`config.mk`:
```
export PLATFORM = sky130hd
export DESIGN_NAME = cc_seqcomparator
export DESIGN_NICKNAME = d
export VERILOG_FILES = /design/src/rtl/cc_seqcomparator_pkg.sv /design/src/rtl/cc_seqcomparator_digit.sv /design/src/rtl/cc_seqcomparator.sv
export SDC_FILE = /design/constraint.sdc
export NUM_CORES = 1
export LEC_CHECK = 0
export ABC_AREA = 1
export BUFFER_PORTS_ARGS = -buffer_cell sky130_fd_sc_hd__buf_2
export CAP_MARGIN = 20
export CORE_ASPECT_RATIO = 1.1
export CORE_UTILIZATION = 45
export CTS_CLUSTER_DIAMETER = 100
export DETAILED_ROUTE_END_ITERATION = 7
export PLACE_DENSITY = 0.67
export RECOVER_POWER = 100
export REMOVE_ABC_BUFFERS = 1
export SLEW_MARGIN = 10
export SYNTH_ARGS = -nofsm -noshare
export SYNTH_HDL_FRONTEND = slang
export SYNTH_SLANG_ARGS = --single-unit
```
`constraint.sdc`:
```
create_clock -name CC_SEQCOMPARATOR_CLOCK_50 -period 1.55 [get_ports CC_SEQCOMPARATOR_CLOCK_50]
set_input_delay 0.2325 -clock CC_SEQCOMPARATOR_CLOCK_50 [delete_from_list [all_inputs] [get_ports CC_SEQCOMPARATOR_CLOCK_50]]
set_output_delay 0.2325 -clock CC_SEQCOMPARATOR_CLOCK_50 [all_outputs]
set_load 0.02 [all_outputs]
```
`src/rtl/cc_seqcomparator_pkg.sv`:
```
// Shared types and sizing helpers for the multi-cycle magnitude comparator.
package cc_seqcomparator_pkg;

  typedef enum logic [1:0] {
    ST_IDLE    = 2'd0,
    ST_COMPARE = 2'd1,
    ST_DONE    = 2'd2
  } state_e;

  localparam logic [1:0] VERDICT_EQ = 2'd0;
  localparam logic [1:0] VERDICT_GT = 2'd1;
  localparam logic [1:0] VERDICT_LT = 2'd2;

  function automatic int calc_steps(input int data_w, input int digit_w);
    return data_w / digit_w;
  endfunction

  function automatic int calc_cnt_width(input int steps);
    return $clog2(steps + 1);
  endfunction

endpackage

```
`src/rtl/cc_seqcomparator_digit.sv`:
```
// Combinational unsigned compare of one digit slice of the two operands.
module cc_seqcomparator_digit #(
  parameter int NUMBER_DIGITWIDTH = 2
) (
  input  logic [NUMBER_DIGITWIDTH-1:0] a_i,
  input  logic [NUMBER_DIGITWIDTH-1:0] b_i,
  output logic                         digit_gt_o,
  output logic                         digit_lt_o
);

  assign digit_gt_o = (a_i > b_i);
  assign digit_lt_o = (a_i < b_i);

endmodule

```
`src/rtl/cc_seqcomparator.sv`:
```
// MSB-first digit-serial magnitude comparator with start/busy/done handshake.
// Define CC_SEQCOMPARATOR_EARLYEXIT_EN to finish on the first unequal digit.
module cc_seqcomparator
  import cc_seqcomparator_pkg::*;
#(
  parameter int NUMBER_DATAWIDTH  = 8,
  parameter int NUMBER_DIGITWIDTH = 2
) (
  input  logic                        CC_SEQCOMPARATOR_CLOCK_50,
  input  logic                        CC_SEQCOMPARATOR_RESET_InHigh,
  input  logic                        CC_SEQCOMPARATOR_start_In,
  input  logic                        CC_SEQCOMPARATOR_signed_In,
  input  logic [NUMBER_DATAWIDTH-1:0] CC_SEQCOMPARATOR_dataA_InBUS,
  input  logic [NUMBER_DATAWIDTH-1:0] CC_SEQCOMPARATOR_dataB_InBUS,
  output logic                        CC_SEQCOMPARATOR_busy_Out,
  output logic                        CC_SEQCOMPARATOR_done_Out,
  output logic                        CC_SEQCOMPARATOR_greaterthan_Out,
  output logic                        CC_SEQCOMPARATOR_lessthan_Out,
  output logic                        CC_SEQCOMPARATOR_equal_Out
);

  localparam int NUMBER_STEPS = calc_steps(NUMBER_DATAWIDTH, NUMBER_DIGITWIDTH);
  localparam int CNT_W        = calc_cnt_width(NUMBER_STEPS);
  localparam logic [CNT_W-1:0] LAST_CNT = CNT_W'(NUMBER_STEPS - 1);
  // Flipping the sign bit maps two's-complement order onto unsigned order.
  localparam logic [NUMBER_DATAWIDTH-1:0] MSB_MASK =
    NUMBER_DATAWIDTH'(1) << (NUMBER_DATAWIDTH - 1);

`ifdef CC_SEQCOMPARATOR_EARLYEXIT_EN
  localparam logic EARLY_EXIT = 1'b1;
`else
  localparam logic EARLY_EXIT = 1'b0;
`endif

  state_e                      state_q, state_d;
  logic [NUMBER_DATAWIDTH-1:0] a_q, a_d;
  logic [NUMBER_DATAWIDTH-1:0] b_q, b_d;
  logic [CNT_W-1:0]            cnt_q, cnt_d;
  logic [1:0]                  verdict_q, verdict_d;
  logic [1:0]                  verdict_step;
  logic                        gt_q, gt_d;
  logic                        lt_q, lt_d;
  logic                        eq_q, eq_d;
  logic                        digit_gt;
  logic                        digit_lt;
  logic [NUMBER_DATAWIDTH-1:0] sign_mask;

  cc_seqcomparator_digit #(
    .NUMBER_DIGITWIDTH(NUMBER_DIGITWIDTH)
  ) u_digit (
    .a_i       (a_q[NUMBER_DATAWIDTH-1 -: NUMBER_DIGITWIDTH]),
    .b_i       (b_q[NUMBER_DATAWIDTH-1 -: NUMBER_DIGITWIDTH]),
    .digit_gt_o(digit_gt),
    .digit_lt_o(digit_lt)
  );

  always_comb begin
    state_d      = state_q;
    a_d          = a_q;
    b_d          = b_q;
    cnt_d        = cnt_q;
    verdict_d    = verdict_q;
    gt_d         = gt_q;
    lt_d         = lt_q;
    eq_d         = eq_q;
    sign_mask    = CC_SEQCOMPARATOR_signed_In ? MSB_MASK : '0;

    // Once a digit differs the verdict is frozen for the rest of the scan.
    verdict_step = verdict_q;
    if (verdict_q == VERDICT_EQ) begin
      if (digit_gt) begin
        verdict_step = VERDICT_GT;
      end else if (digit_lt) begin
        verdict_step = VERDICT_LT;
      end
    end

    case (state_q)
      ST_IDLE: begin
        if (CC_SEQCOMPARATOR_start_In) begin
          a_d       = CC_SEQCOMPARATOR_dataA_InBUS ^ sign_mask;
          b_d       = CC_SEQCOMPARATOR_dataB_InBUS ^ sign_mask;
          cnt_d     = '0;
          verdict_d = VERDICT_EQ;
          state_d   = ST_COMPARE;
        end
      end
      ST_COMPARE: begin
        a_d       = a_q << NUMBER_DIGITWIDTH;
        b_d       = b_q << NUMBER_DIGITWIDTH;
        cnt_d     = cnt_q + 1'b1;
        verdict_d = verdict_step;
        if ((cnt_q == LAST_CNT) || (EARLY_EXIT && (verdict_step != VERDICT_EQ))) begin
          gt_d    = (verdict_step == VERDICT_GT);
          lt_d    = (verdict_step == VERDICT_LT);
          eq_d    = (verdict_step == VERDICT_EQ);
          state_d = ST_DONE;
        end
      end
      ST_DONE: begin
        state_d = ST_IDLE;
      end
      default: begin
        state_d = ST_IDLE;
      end
    endcase
  end

  always_ff @(posedge CC_SEQCOMPARATOR_CLOCK_50) begin
    if (CC_SEQCOMPARATOR_RESET_InHigh) begin
      state_q   <= ST_IDLE;
      a_q       <= '0;
      b_q       <= '0;
      cnt_q     <= '0;
      verdict_q <= VERDICT_EQ;
      gt_q      <= 1'b0;
      lt_q      <= 1'b0;
      eq_q      <= 1'b0;
    end else begin
      state_q   <= state_d;
      a_q       <= a_d;
      b_q       <= b_d;
      cnt_q     <= cnt_d;
      verdict_q <= verdict_d;
      gt_q      <= gt_d;
      lt_q      <= lt_d;
      eq_q      <= eq_d;
    end
  end

  assign CC_SEQCOMPARATOR_busy_Out        = (state_q != ST_IDLE);
  assign CC_SEQCOMPARATOR_done_Out        = (state_q == ST_DONE);
  assign CC_SEQCOMPARATOR_greaterthan_Out = gt_q;
  assign CC_SEQCOMPARATOR_lessthan_Out    = lt_q;
  assign CC_SEQCOMPARATOR_equal_Out       = eq_q;

endmodule

```
Yosys cells after proc, flatten, opt, wreduce, memory -nomap -nowiden
Cells that the tools add are included.

word-level totals
  input bits = 20
  logic and storage cells = 43
  output and inout bits = 5
  register bits = 26

operators by class
  add/sub/neg operators = 1
  equality and inequality tests = 7
  mux-type cells = 15
  reduce and logical (&&, ||, !) cells = 8
  order comparisons = 2
  bitwise operators = 2

operator list
  operator                                        count
  case mux 8 bit (2 select lines)                 2
  two-way mux 8 bit                               3
  XOR 8 bit                                       2
  two-way mux 2 bit                               6
  case mux 2 bit (2 select lines)                 2
  zero test 2 bit                                 3
  case mux 3 bit (2 select lines)                 1
  AND reduction 2 bit                             3
  == test 2 x 1 -> 1 bit (second input constant)  2
  == test 2 bit (second input constant)           2
  inequality test 2 bit (second input constant)   2
  nonzero test 2 bit                              2
  adder 3 x 1 -> 3 bit (second input constant)    1
  == test 3 x 2 -> 1 bit (second input constant)  1
  two-way mux 3 bit                               1
  greater-than comparator 2 bit                   1
  < comparator 2 bit                              1

Depth between registers and ports, before layout
Gate-level depths: netlist of the first run.

  depth after elaboration = 5
  mapped depth = 10
  gate-level depth less buffers = 10

Modules after synthesis
Synthesis of the first run repeated with hierarchy kept, for this count alone.

unflattened totals
  cells, all modules = 187
  area, all modules = 1281.2 um^2

modules (own cells, without submodules)
  module                  cells each  sequential area each (um^2)  area an instance (um^2)  times used
  cc_seqcomparator        176         520.5                        1216.2                   1
  cc_seqcomparator_digit  11          0.0                          65.1                     1

Least setup slack after synthesis of the first run
OpenSTA, ideal clock, no wires.

  path kind = reg2reg
  from = register cnt_q[0]
  to = register eq_q, in the netlist CC_SEQCOMPARATOR_equal_Out
  clock period less this slack = 1.144 ns
  cell stages (with the launch flop) = 9
  buffers on the path = 0
  slack = 0.406 ns
  required time = 1.486 ns
  library setup time = 0.064 ns
  data arrival time = 1.080 ns
  cells stage by stage = dfxtp_1 -> ha_1 -> ha_1 -> inv_1 -> nor2_1 -> nand3_1 -> nand2_1 -> inv_1 -> nor2_1

between the ends
  word-level cells in the longest chain between the ends = 2

ends and longest elaborated chain
  element                        line                     RTL
  start: declaration             cc_seqcomparator.sv:38   logic [CNT_W-1:0] cnt_q, cnt_d;
  start signal: assignment       cc_seqcomparator.sv:123  cnt_q <= cnt_d;
  == test 3 x 2 -> 1 bit         cc_seqcomparator.sv:93   if ((cnt_q == LAST_CNT) || (EARLY_EXIT && (verdict_step != VERDICT_EQ))) begin
  AND reduction 2 bit (no line)  n/a
  end signal: assignment         cc_seqcomparator.sv:127  eq_q <= eq_d;
  end: declaration               cc_seqcomparator.sv:43   logic eq_q, eq_d;

Every way passes these cells.
A chain may end at the register's enable or synchronous reset.

Worst setup path in the final report of the first run
  from = register state_q[1]
  to = output CC_SEQCOMPARATOR_done_Out

between the ends
  word-level cells in the longest chain between the ends = 1

ends and longest elaborated chain
  element                   line                     RTL
  start: declaration        cc_seqcomparator.sv:35   state_e state_q, state_d;
  start signal: assignment  cc_seqcomparator.sv:120  state_q <= state_d;
  == test 2 bit             cc_seqcomparator.sv:132  assign CC_SEQCOMPARATOR_done_Out = (state_q == ST_DONE);
  end: declaration          cc_seqcomparator.sv:16   output logic CC_SEQCOMPARATOR_done_Out,

Every way passes these cells.

==> out/metrics.csv, run 1 <==
metric,value,unit
status,finished clean,
post_cts.resized_instances,0,
cts_inserted_buffers,3,
max-slew-margin-rel,0.7199,
yosys-top-cells-area,"sky130_fd_sc_hd__dfxtp_1 44%, sky130_fd_sc_hd__nand2_1 17%, sky130_fd_sc_hd__inv_1 5.7%, sky130_fd_sc_hd__a21oi_1 5.1%, sky130_fd_sc_hd__a31oi_1 4.3%",
largest_net_degree_at_the_start_of_global_routing,20,
unique_cell_type_count_in_the_yosys_netlist,23,
avgRoutedWirePerCell,10.39,um
vias,1047,
peakVddDrop,0.6168,mV
regToRegSetupSlack,180,ps
worst_slack_at_placement,238.2,ps
worst_path_largest_cell_delay,430,ps
cts-root-to-sink-buffers,2,
r2r_start,state_q[1],
setup_tns,0,ps
worst_slew_pin_slew,419.7,ps
worst_setup_path_start_kind,register,
start_util,0.4712,
tritoncts,yes,
detailedRoute.firstIterationViolations,24,
ctsHtreeMaxLevel,1,
timing.final.setup_violations,0,
power.net_switching,0.0003295,W
antenna_found_initial,0,
p_int,0.001040,W
mostFrequentLayoutCells,"54 x sky130_fd_sc_hd__nand2_1, 26 x sky130_fd_sc_hd__dfxtp_1, 20 x sky130_fd_sc_hd__inv_1, 19 x sky130_fd_sc_hd__buf_2, 12 x sky130_fd_sc_hd__a21oi_1",
total_power_consumption,0.001369,W
grt_setup_unrepaired,false,
hold_end,b_q[0],
yosysTopAreaCell,sky130_fd_sc_hd__dfxtp_1,
ios,25,
route.detailed.drc,0,
yosys_reg_bits,26,
finalWeightedCongestion,0.8582,
worst_setup_path_end_kind,output port,
power_leakage,0.6090,nW
die_width,50.75,um
cts_hold_repair.buffers,0,
required,1320,ps
maxSlewViolCount,0,
synth-warning-count,0,
power_density,1000,nW/um^2
p_seq_frac,0.530,
seqCellArea,520.5,um^2
timing.hold.worst.start,CC_SEQCOMPARATOR_dataB_InBUS[0],
vias_per_cell,4.803,
die_height,55.62,um
reg2reg_depth,8,
switching_share,0.2406,
critPathArrivalTime,1140,ps
final_common_cell,sky130_fd_sc_hd__nand2_1,
post_route_cells_drive_above_1_share,0.1711,
hold-worst-slack,141.4,ps
worstHoldPathType,in -> reg,
min_delay_path_depth,3,
synthCells,162,
wire_length_after_detailed_routing,2266,um
rr_endpoint,b_q[3],
worst-setup-path-type,reg -> out,
gr-usage-all-layers,0.1781,
clk_pin_slew_worst_paths,140,ps
period_needed,1376,ps
clock_power_share,0.333,
drtPass1Iterations,4,
synth_top_area_frac,0.4426,
grt_first_pass_wirelength,3822,um
vias_in_the_first_global_route,923,
fmaxAchievable,0.7268,GHz
postLayoutCoreUtil,0.5484,
post-cts-setup-buffers,0,
die_ar,2822,um^2
synth_seq_area_share,0.4426,
design.core.area,2496,um^2
place.port_buffers,24,
timing.final.ws_setup,174.0,ps
share_comb_of_total_power,0.137,
clock_root_buffer,sky130_fd_sc_hd__clkbuf_4,
diodes,0,
period_share,0.8877,
area_growth,16.38,%
synth.cell_area,1176,um^2
timing.max_cap.violations,0,
clock_insertion_delay_worst_skew,320,ps
ant_nets,0,
place_hpwl,1653,um
timing_hold_violations_final,0,
timing.critical_path.cells,inv_2 > nor2_1 > clkbuf_1,
nets,212,
fillers,270,
avgSynthCellArea,7.260,um^2
worst_path_max_delay_cell,sky130_fd_sc_hd__dfxtp_1,
multi_input_logic_area,549.3,um^2
placement_rows,19,
finalClockSkew,11.24,ps
worstPathMaxFanout,3,
global_route.overflow_total,0,
cts.sink_count,26,
final cells by class:
cell class | count | area share
timing repair buffer | 26 | 0.09415
clock buffer | 3 | 0.01645
sequential | 26 | 0.3803
multi-input combinational | 110 | 0.4013
tap | 31 | 0.02834
clock inverter | 1 | 0.02194
inverter | 21 | 0.05759
worst max path at each step:
| stage | startpoint | to | slack [ps] | cells after the start |
|---|---|---|---|---|
| after global placement | cnt_q[0] | CC_SEQCOMPARATOR_equal_Out | 240 | 8 |
| after floorplan | state_q[0] | CC_SEQCOMPARATOR_greaterthan_Out | 370 | 6 |
| after CTS | cnt_q[0] | CC_SEQCOMPARATOR_equal_Out | 210 | 8 |
| after detailed placement | cnt_q[0] | CC_SEQCOMPARATOR_equal_Out | 240 | 8 |
| after global routing | state_q[1] | b_q[1] | 40 | 6 |
| final | state_q[1] | CC_SEQCOMPARATOR_done_Out | 170 | 3 |
flip-flops by register name, indices dropped and copies added (netlist names):
name                              flops
CC_SEQCOMPARATOR_equal_Out            1
CC_SEQCOMPARATOR_greaterthan_Out      1
CC_SEQCOMPARATOR_lessthan_Out         1
a_q                                   8
b_q                                   8
cnt_q                                 3
state_q                               2
verdict_q                             2
through the flow:
step	instance area [um^2]	cells
floorplan	1149	157
global placement	1323	214
detailed placement	1323	214
CTS	1375	218
global route	1369	218
finish	1369	218
per-layer routing:
layer	track usage	share of wire
met4	0.08730	0.029
met2	0.2800	0.44
met5	0	0
met3	0.03279	0.029
met1	0.2318	0.50
critical path, delay by kind of cell, from the launching register on:
| kind | cells | cell delay (ps) |
|---|---|---|
| buffers and inverters | 2 | 310 |
| DFF | 1 | 430 |
| and+or+nand+nor | 1 | 90 |
Yosys cell counts:
library cell	n
sky130_fd_sc_hd__nand2_1	54
sky130_fd_sc_hd__dfxtp_1	26
sky130_fd_sc_hd__inv_1	18
sky130_fd_sc_hd__a21oi_1	12
sky130_fd_sc_hd__nor2_1	11
sky130_fd_sc_hd__a31oi_1	8
sky130_fd_sc_hd__nand3_1	6
sky130_fd_sc_hd__ha_1	4
sky130_fd_sc_hd__inv_2	3
sky130_fd_sc_hd__nand2_2	3
sky130_fd_sc_hd__buf_4	2
sky130_fd_sc_hd__clkbuf_1	2
sky130_fd_sc_hd__nor2_4	2
sky130_fd_sc_hd__o21ai_0	2
sky130_fd_sc_hd__a211oi_1	1
sky130_fd_sc_hd__and2_1	1
sky130_fd_sc_hd__buf_2	1
sky130_fd_sc_hd__nand2_4	1
sky130_fd_sc_hd__o211ai_1	1
sky130_fd_sc_hd__o21bai_1	1
sky130_fd_sc_hd__o22ai_1	1
sky130_fd_sc_hd__xnor2_1	1
sky130_fd_sc_hd__xor2_1	1
power groups by stage:
stage | Clock, W | Sequential, W | Combinational (W)
6_report | 0.000456 | 0.000725 | 0.000188
5_1_grt | 0.000502 | 0.000730 | 0.000216
4_1_cts | 0.000472 | 0.000726 | 0.000191
3_5_place_dp | 0 | 0.000741 | 0.000190
3_3_place_gp | 0 | 0.000740 | 0.000186
2_1_floorplan | 0 | 0.000735 | 0.000124
cell families after synthesis:
logic type / share of synthesized area
AOI/OAI and AO/OA: 0.1266
xor gates and xnor gates: 0.01490
adders and majority gates: 0.04255
buffers and inverters: 0.09042
DFF: 0.4426
and+or+nand+nor: 0.2830
No activity file was read; power rests on OpenSTA's default activity.
==> run 2, diff against run 1 <==
==> constraint.sdc (replaced) <==
create_clock -name CC_SEQCOMPARATOR_CLOCK_50 -period 1.8 [get_ports CC_SEQCOMPARATOR_CLOCK_50]
set_input_delay 0.27 -clock CC_SEQCOMPARATOR_CLOCK_50 [delete_from_list [all_inputs] [get_ports CC_SEQCOMPARATOR_CLOCK_50]]
set_output_delay 0.27 -clock CC_SEQCOMPARATOR_CLOCK_50 [all_outputs]
set_load 0.02 [all_outputs]
==> out/metrics.csv, run 2 (synthesis gave the netlist of run 1 again) <==
metric,value,unit,change
post-cts-setup-buffers,0,,unchanged
worst_setup_path_start_kind,register,,
placedCellCount,213,,-0.47%
cts_inserted_buffers,3,,unchanged
post_route_cells_drive_above_1_share,0.1559,,-0.01521
maxSlewViolCount,0,,unchanged
worst_setup_path_end_kind,register,,
finalWeightedCongestion,0.7401,,-14%
timing.max_cap.violations,0,,unchanged
finalClockSkew,9.206,ps,-2.038 ps
fillers,279,,+3.3%
post_layout_nonfiller_instances,217,,-0.46%
place.port_buffers,24,,unchanged
nets,211,,-0.47%
largest_net_degree_at_the_start_of_global_routing,20,,unchanged
worst_path_max_delay_cell,sky130_fd_sc_hd__dfxtp_1,,
required,2070,ps,+750 ps
grt_setup_unrepaired,false,,
timing.critical_path.cells,inv_2 > nand2_1 > nand2_2 > inv_1 > nand2_1 > nand3_1 > nand2_1 > inv_1,,
ctsHtreeMaxLevel,1,,unchanged
setup_tns,0,ps,unchanged
grt_first_pass_wirelength,3857,um,+0.92%
route.detailed.drc,0,,unchanged
tritoncts,yes,,
min_delay_path_depth,3,,unchanged
critPathBufInv,3,,+1
die_width,50.75,um,unchanged
vias_in_the_first_global_route,999,,+8.2%
period_needed,1465,ps,
place_hpwl,1623,um,-1.8%
die_ar,2822,um^2,unchanged
global_route.overflow_total,0,,unchanged
postLayoutCoreUtil,0.5348,,-0.01353
drtPass1Iterations,4,,unchanged
worst_slew_pin_slew,605.8,ps,+186.1 ps
clock_insertion_delay_worst_skew,320,ps,about the same
seqCellArea,520.5,um^2,unchanged
layout_top_registers,"a_q x8, b_q x8, cnt_q x3",,
detailedRoute.firstIterationViolations,16,,-33%
worstHoldPathType,in -> reg,,
cts.sink_count,26,,unchanged
worst_path_largest_cell_delay,430,ps,about the same
worst-setup-path-type,reg -> reg,,
vias,1045,,-0.19%
clock_root_buffer,sky130_fd_sc_hd__clkbuf_4,,
power_density,802.8,nW/um^2,-20%
mostFrequentLayoutCells,"56 x sky130_fd_sc_hd__nand2_1, 26 x sky130_fd_sc_hd__dfxtp_1, 20 x sky130_fd_sc_hd__inv_1, 19 x sky130_fd_sc_hd__buf_2, 12 x sky130_fd_sc_hd__a21oi_1",,
final_common_cell,sky130_fd_sc_hd__nand2_1,,
start_util,0.4712,,unchanged
fin_area,1335,um^2,-2.5%
diodes,0,,unchanged
avgRoutedWirePerCell,10.22,um,-1.7%
timing_hold_violations_final,0,,unchanged
max-slew-margin-rel,0.5957,,-0.1242
r2r_start,state_q[1],,
fmaxAchievable,0.6828,GHz,
detailed_place.area,1315,um^2,-0.57%
peakVddDrop,0.5514,mV,-11%
cts_hold_repair.buffers,0,,unchanged
timing.final.setup_violations,0,,unchanged
ant_nets,0,,unchanged
vias_per_cell,4.816,,+0.27%
power_leakage,0.5949,nW,-2.3%
hold_end,a_q[0],,
path_delay_family,simple AND/OR/NAND/NOR gates,,
wire_length_after_detailed_routing,2217,um,-2.2%
design.core.area,2496,um^2,unchanged
clk_pin_slew_worst_paths,140,ps,about the same
die_height,55.62,um,unchanged
worstPathMaxFanout,14,,+11
period_share,0.8137,,
antenna_found_initial,0,,unchanged
area_growth,13.51,%,
critical_path_depth,8,,+5
placement_rows,19,,unchanged
crit_top_cell,sky130_fd_sc_hd__nand2_1,,
post_cts.resized_instances,0,,unchanged
critPathArrivalTime,1740,ps,+600 ps
regToRegSetupSlack,340,ps,+160 ps
multi_input_logic_area,539.3,um^2,-1.8%
status,finished clean,,
cts-root-to-sink-buffers,2,,unchanged
rr_endpoint,b_q[3],,
ios,25,,unchanged
reg2reg_depth,8,,unchanged
gr-usage-all-layers,0.1766,,-0.001496
timing.hold.worst.start,CC_SEQCOMPARATOR_dataA_InBUS[0],,
run 2: changes by cell type in the layout (fill, tap and decap cells not counted):
cell / before / now
sky130_fd_sc_hd__nand2_2: 3 / 1
sky130_fd_sc_hd__bufinv_16: 1 / 0
sky130_fd_sc_hd__nand2_1: 54 / 56
sky130_fd_sc_hd__nor2_2: 0 / 1
sky130_fd_sc_hd__nor2_4: 2 / 1
sky130_fd_sc_hd__buf_4: 2 / 1
sky130_fd_sc_hd__clkbuf_8: 0 / 1
run 2: through the flow:
| stage | power [W] | hold WS (ps) | setup slack, ps |
|---|---|---|---|
| 5_1_grt | 0.001134 | 170.0 | 169.3 |
| 6_report | 0.001072 | 177.3 | 335.4 |
| 3_3_place_gp | 0.0007934 | 440.2 | 481.9 |
| 3_5_place_dp | 0.0007987 | 454.3 | 421.8 |
| 2_1_floorplan | 0.0007398 | 339.1 | 617.9 |
| 4_1_cts | 0.001089 | 173.5 | 397.0 |
run 2: worst max-delay path by stage:
stage | start | to | slack, ps
after floorplan | state_q[0] | CC_SEQCOMPARATOR_greaterthan_Out | 620
after global routing | state_q[1] | b_q[7] | 170
after CTS | state_q[0] | CC_SEQCOMPARATOR_greaterthan_Out | 400
after detailed placement | state_q[0] | CC_SEQCOMPARATOR_greaterthan_Out | 420
final | state_q[1] | b_q[3] | 340
after global placement | state_q[0] | CC_SEQCOMPARATOR_greaterthan_Out | 480
run 2: final cells by class:
type | instances | share of cell area
Sequential cell | 26 | 0.3899
Tap cell | 31 | 0.02905
Timing Repair Buffer | 25 | 0.09091
Inverter | 21 | 0.05904
Multi-Input combinational cell | 110 | 0.4039
Clock buffer | 4 | 0.02718
run 2: metal layers:
metal	vias up	global-route usage	share of wire
met5	-	0	0
met2	17	0.3200	0.48
met1	464	0.2031	0.47
met3	5	0.02459	0.028
met4	0	0.07143	0.019
li1	559	-	-
run 2: worst min-delay path, stage by stage:
cell and delay, ps:
sky130_fd_sc_hd__buf_2 90, sky130_fd_sc_hd__nand2_1 50, sky130_fd_sc_hd__a21oi_1 50
run 2: where the power goes:
group | switching (W) | internal (W)
Sequential | 0.0000166 | 0.000606
Combinational | 0.0000972 | 0.0000611
Clock | 0.000167 | 0.000124
==> run 3, diff against run 2 <==
==> constraint.sdc (replaced) <==
create_clock -name CC_SEQCOMPARATOR_CLOCK_50 -period 1.49 [get_ports CC_SEQCOMPARATOR_CLOCK_50]
set_input_delay 0.2235 -clock CC_SEQCOMPARATOR_CLOCK_50 [delete_from_list [all_inputs] [get_ports CC_SEQCOMPARATOR_CLOCK_50]]
set_output_delay 0.2235 -clock CC_SEQCOMPARATOR_CLOCK_50 [all_outputs]
set_load 0.02 [all_outputs]
==> out/metrics.csv, run 3 (synthesis gave the netlist of run 1 again) <==
metric,value,unit,change
status,finished clean,,
post_cts.resized_instances,0,,unchanged
ios,25,,unchanged
setup.worst_path.start,state_q[0],,
die_ar,2822,um^2,unchanged
maxSlewViolCount,0,,unchanged
mostFrequentLayoutCells,"55 x sky130_fd_sc_hd__nand2_1, 26 x sky130_fd_sc_hd__dfxtp_1, 19 x sky130_fd_sc_hd__inv_1, 19 x sky130_fd_sc_hd__buf_2, 12 x sky130_fd_sc_hd__a21oi_1",,
placement_rows,19,,unchanged
diodes,0,,unchanged
power_density,967.5,nW/um^2,+21%
die_height,55.62,um,unchanged
post-cts-setup-buffers,0,,unchanged
route.detailed.drc,0,,unchanged
finalWeightedCongestion,0.8584,,+16%
post_layout_nonfiller_instances,218,,+0.46%
drtPass1Iterations,3,,-1
timing.critical_path.cells,nor2_1 > inv_1 > clkbuf_1,,
critPathArrivalTime,1130,ps,-610 ps
antenna_found_initial,0,,unchanged
worst_setup_path_end_kind,output port,,
worst_setup_path_start_kind,register,,
place.port_buffers,24,,unchanged
worst_slew_pin_slew,329.5,ps,-276.4 ps
layout_top_registers,"a_q x8, b_q x8, cnt_q x3",,
area_growth,14.89,%,
ctsHtreeMaxLevel,1,,unchanged
critPathBufInv,2,,-1
final_common_cell,sky130_fd_sc_hd__nand2_1,,
r2r_start,cnt_q[0],,
tritoncts,yes,,
worstPathMaxFanout,5,,-9
worstHoldPathType,in -> reg,,
detailedRoute.firstIterationViolations,14,,-2
period_share,0.9064,,
fmaxAchievable,0.7404,GHz,
setup_tns,0,ps,unchanged
die_width,50.75,um,unchanged
min_delay_path_depth,3,,unchanged
worst_path_largest_cell_delay,480,ps,+50 ps
max-slew-margin-rel,0.7798,,+0.1841
avgRoutedWirePerCell,10.48,um,+2.5%
wire_length_after_detailed_routing,2284,um,+3.0%
reg2reg_depth,8,,unchanged
worst_path_max_delay_cell,sky130_fd_sc_hd__dfxtp_1,,
period_needed,1351,ps,
cts_hold_repair.buffers,0,,unchanged
cts_inserted_buffers,3,,unchanged
ant_nets,0,,unchanged
grt_setup_unrepaired,false,,
nets,212,,+0.47%
critical_path_depth,3,,-5
timing.hold.worst.start,CC_SEQCOMPARATOR_dataA_InBUS[1],,
clock_insertion_delay_worst_skew,320,ps,about the same
largest_net_degree_at_the_start_of_global_routing,20,,unchanged
placedCellCount,214,,+0.47%
vias_per_cell,4.711,,-2.2%
global_route.overflow_total,0,,unchanged
grt_first_pass_wirelength,3795,um,-1.6%
start_util,0.4712,,unchanged
required,1270,ps,-800 ps
cts-root-to-sink-buffers,2,,unchanged
gr-usage-all-layers,0.1746,,-0.001994
vias_in_the_first_global_route,932,,-6.7%
timing.final.setup_violations,0,,unchanged
total_power_consumption,0.001307,W,+22%
place_hpwl,1685,um,+3.8%
clock_root_buffer,sky130_fd_sc_hd__clkbuf_4,,
cts.sink_count,26,,unchanged
path_delay_family,flip-flops,,
timing_hold_violations_final,0,,unchanged
clk_pin_slew_worst_paths,140,ps,about the same
worst-setup-path-type,reg -> out,,
vias,1027,,-1.7%
timing.max_cap.violations,0,,unchanged
finalClockSkew,4.789,ps,-4.417 ps
post_route_cells_drive_above_1_share,0.1765,,+0.02056
peakVddDrop,0.5380,mV,-2.4%
design.core.area,2496,um^2,unchanged
power_leakage,0.6031,nW,+1.4%
-- run 3: cell count changes in the layout (fill, tap and decap cells not counted), sizes merged --
cell	before	now
buf	20	21
-- run 3: path summary, 6_finish.rpt --
kind	slack [ps]	end
setup / recovery	140	CC_SEQCOMPARATOR_busy_Out
hold / removal	130	a_q[1]
hold reg to reg	470	cnt_q[0]
setup reg to reg	150	CC_SEQCOMPARATOR_equal_Out
-- run 3: layout make-up --
class	count	area, um^2
fill	262	1145
multi-input combinational	110	546.8
sequential	26	520.5
timing repair buffer	26	130.1
inverter	21	78.83
tap	31	38.79
clock buffer	4	36.28
-- run 3: per-stage QoR --
step	instance area [um^2]	hold WS, ps	setup WS, ps	util
6_report	1351	130.1	139.4	0.5414
2_1_floorplan	1149	292.6	307.9	-
4_1_cts	1359	123.7	129.4	0.5444
5_1_grt	1351	122.1	20.16	0.5414
3_5_place_dp	1323	451.7	162.0	0.5298
3_3_place_gp	1323	452.3	184.6	0.5298
-- run 3: report_power, final --
part | total, W | internal (W) | switching (W)
sequential | 0.000755 | 0.000732 | 0.0000233
combinational | 0.000195 | 0.0000773 | 0.000118
clock | 0.000357 | 0.000149 | 0.000208
total | 0.00131 | 0.000959 | 0.000349
-- run 3: layer usage --
metal  routed length [um]  track usage
met2                 1017       0.2895
met5                    0            0
met4                   42      0.07937
met3                   60      0.03279
met1                 1163       0.2159
-- run 3: worst register-to-register path: cells and delay by family, from the launching register on --
family	cells	cell delay, ps
simple gates	4	500
flops	1	380
fa+ha+maj	2	330
buf+inv	2	100
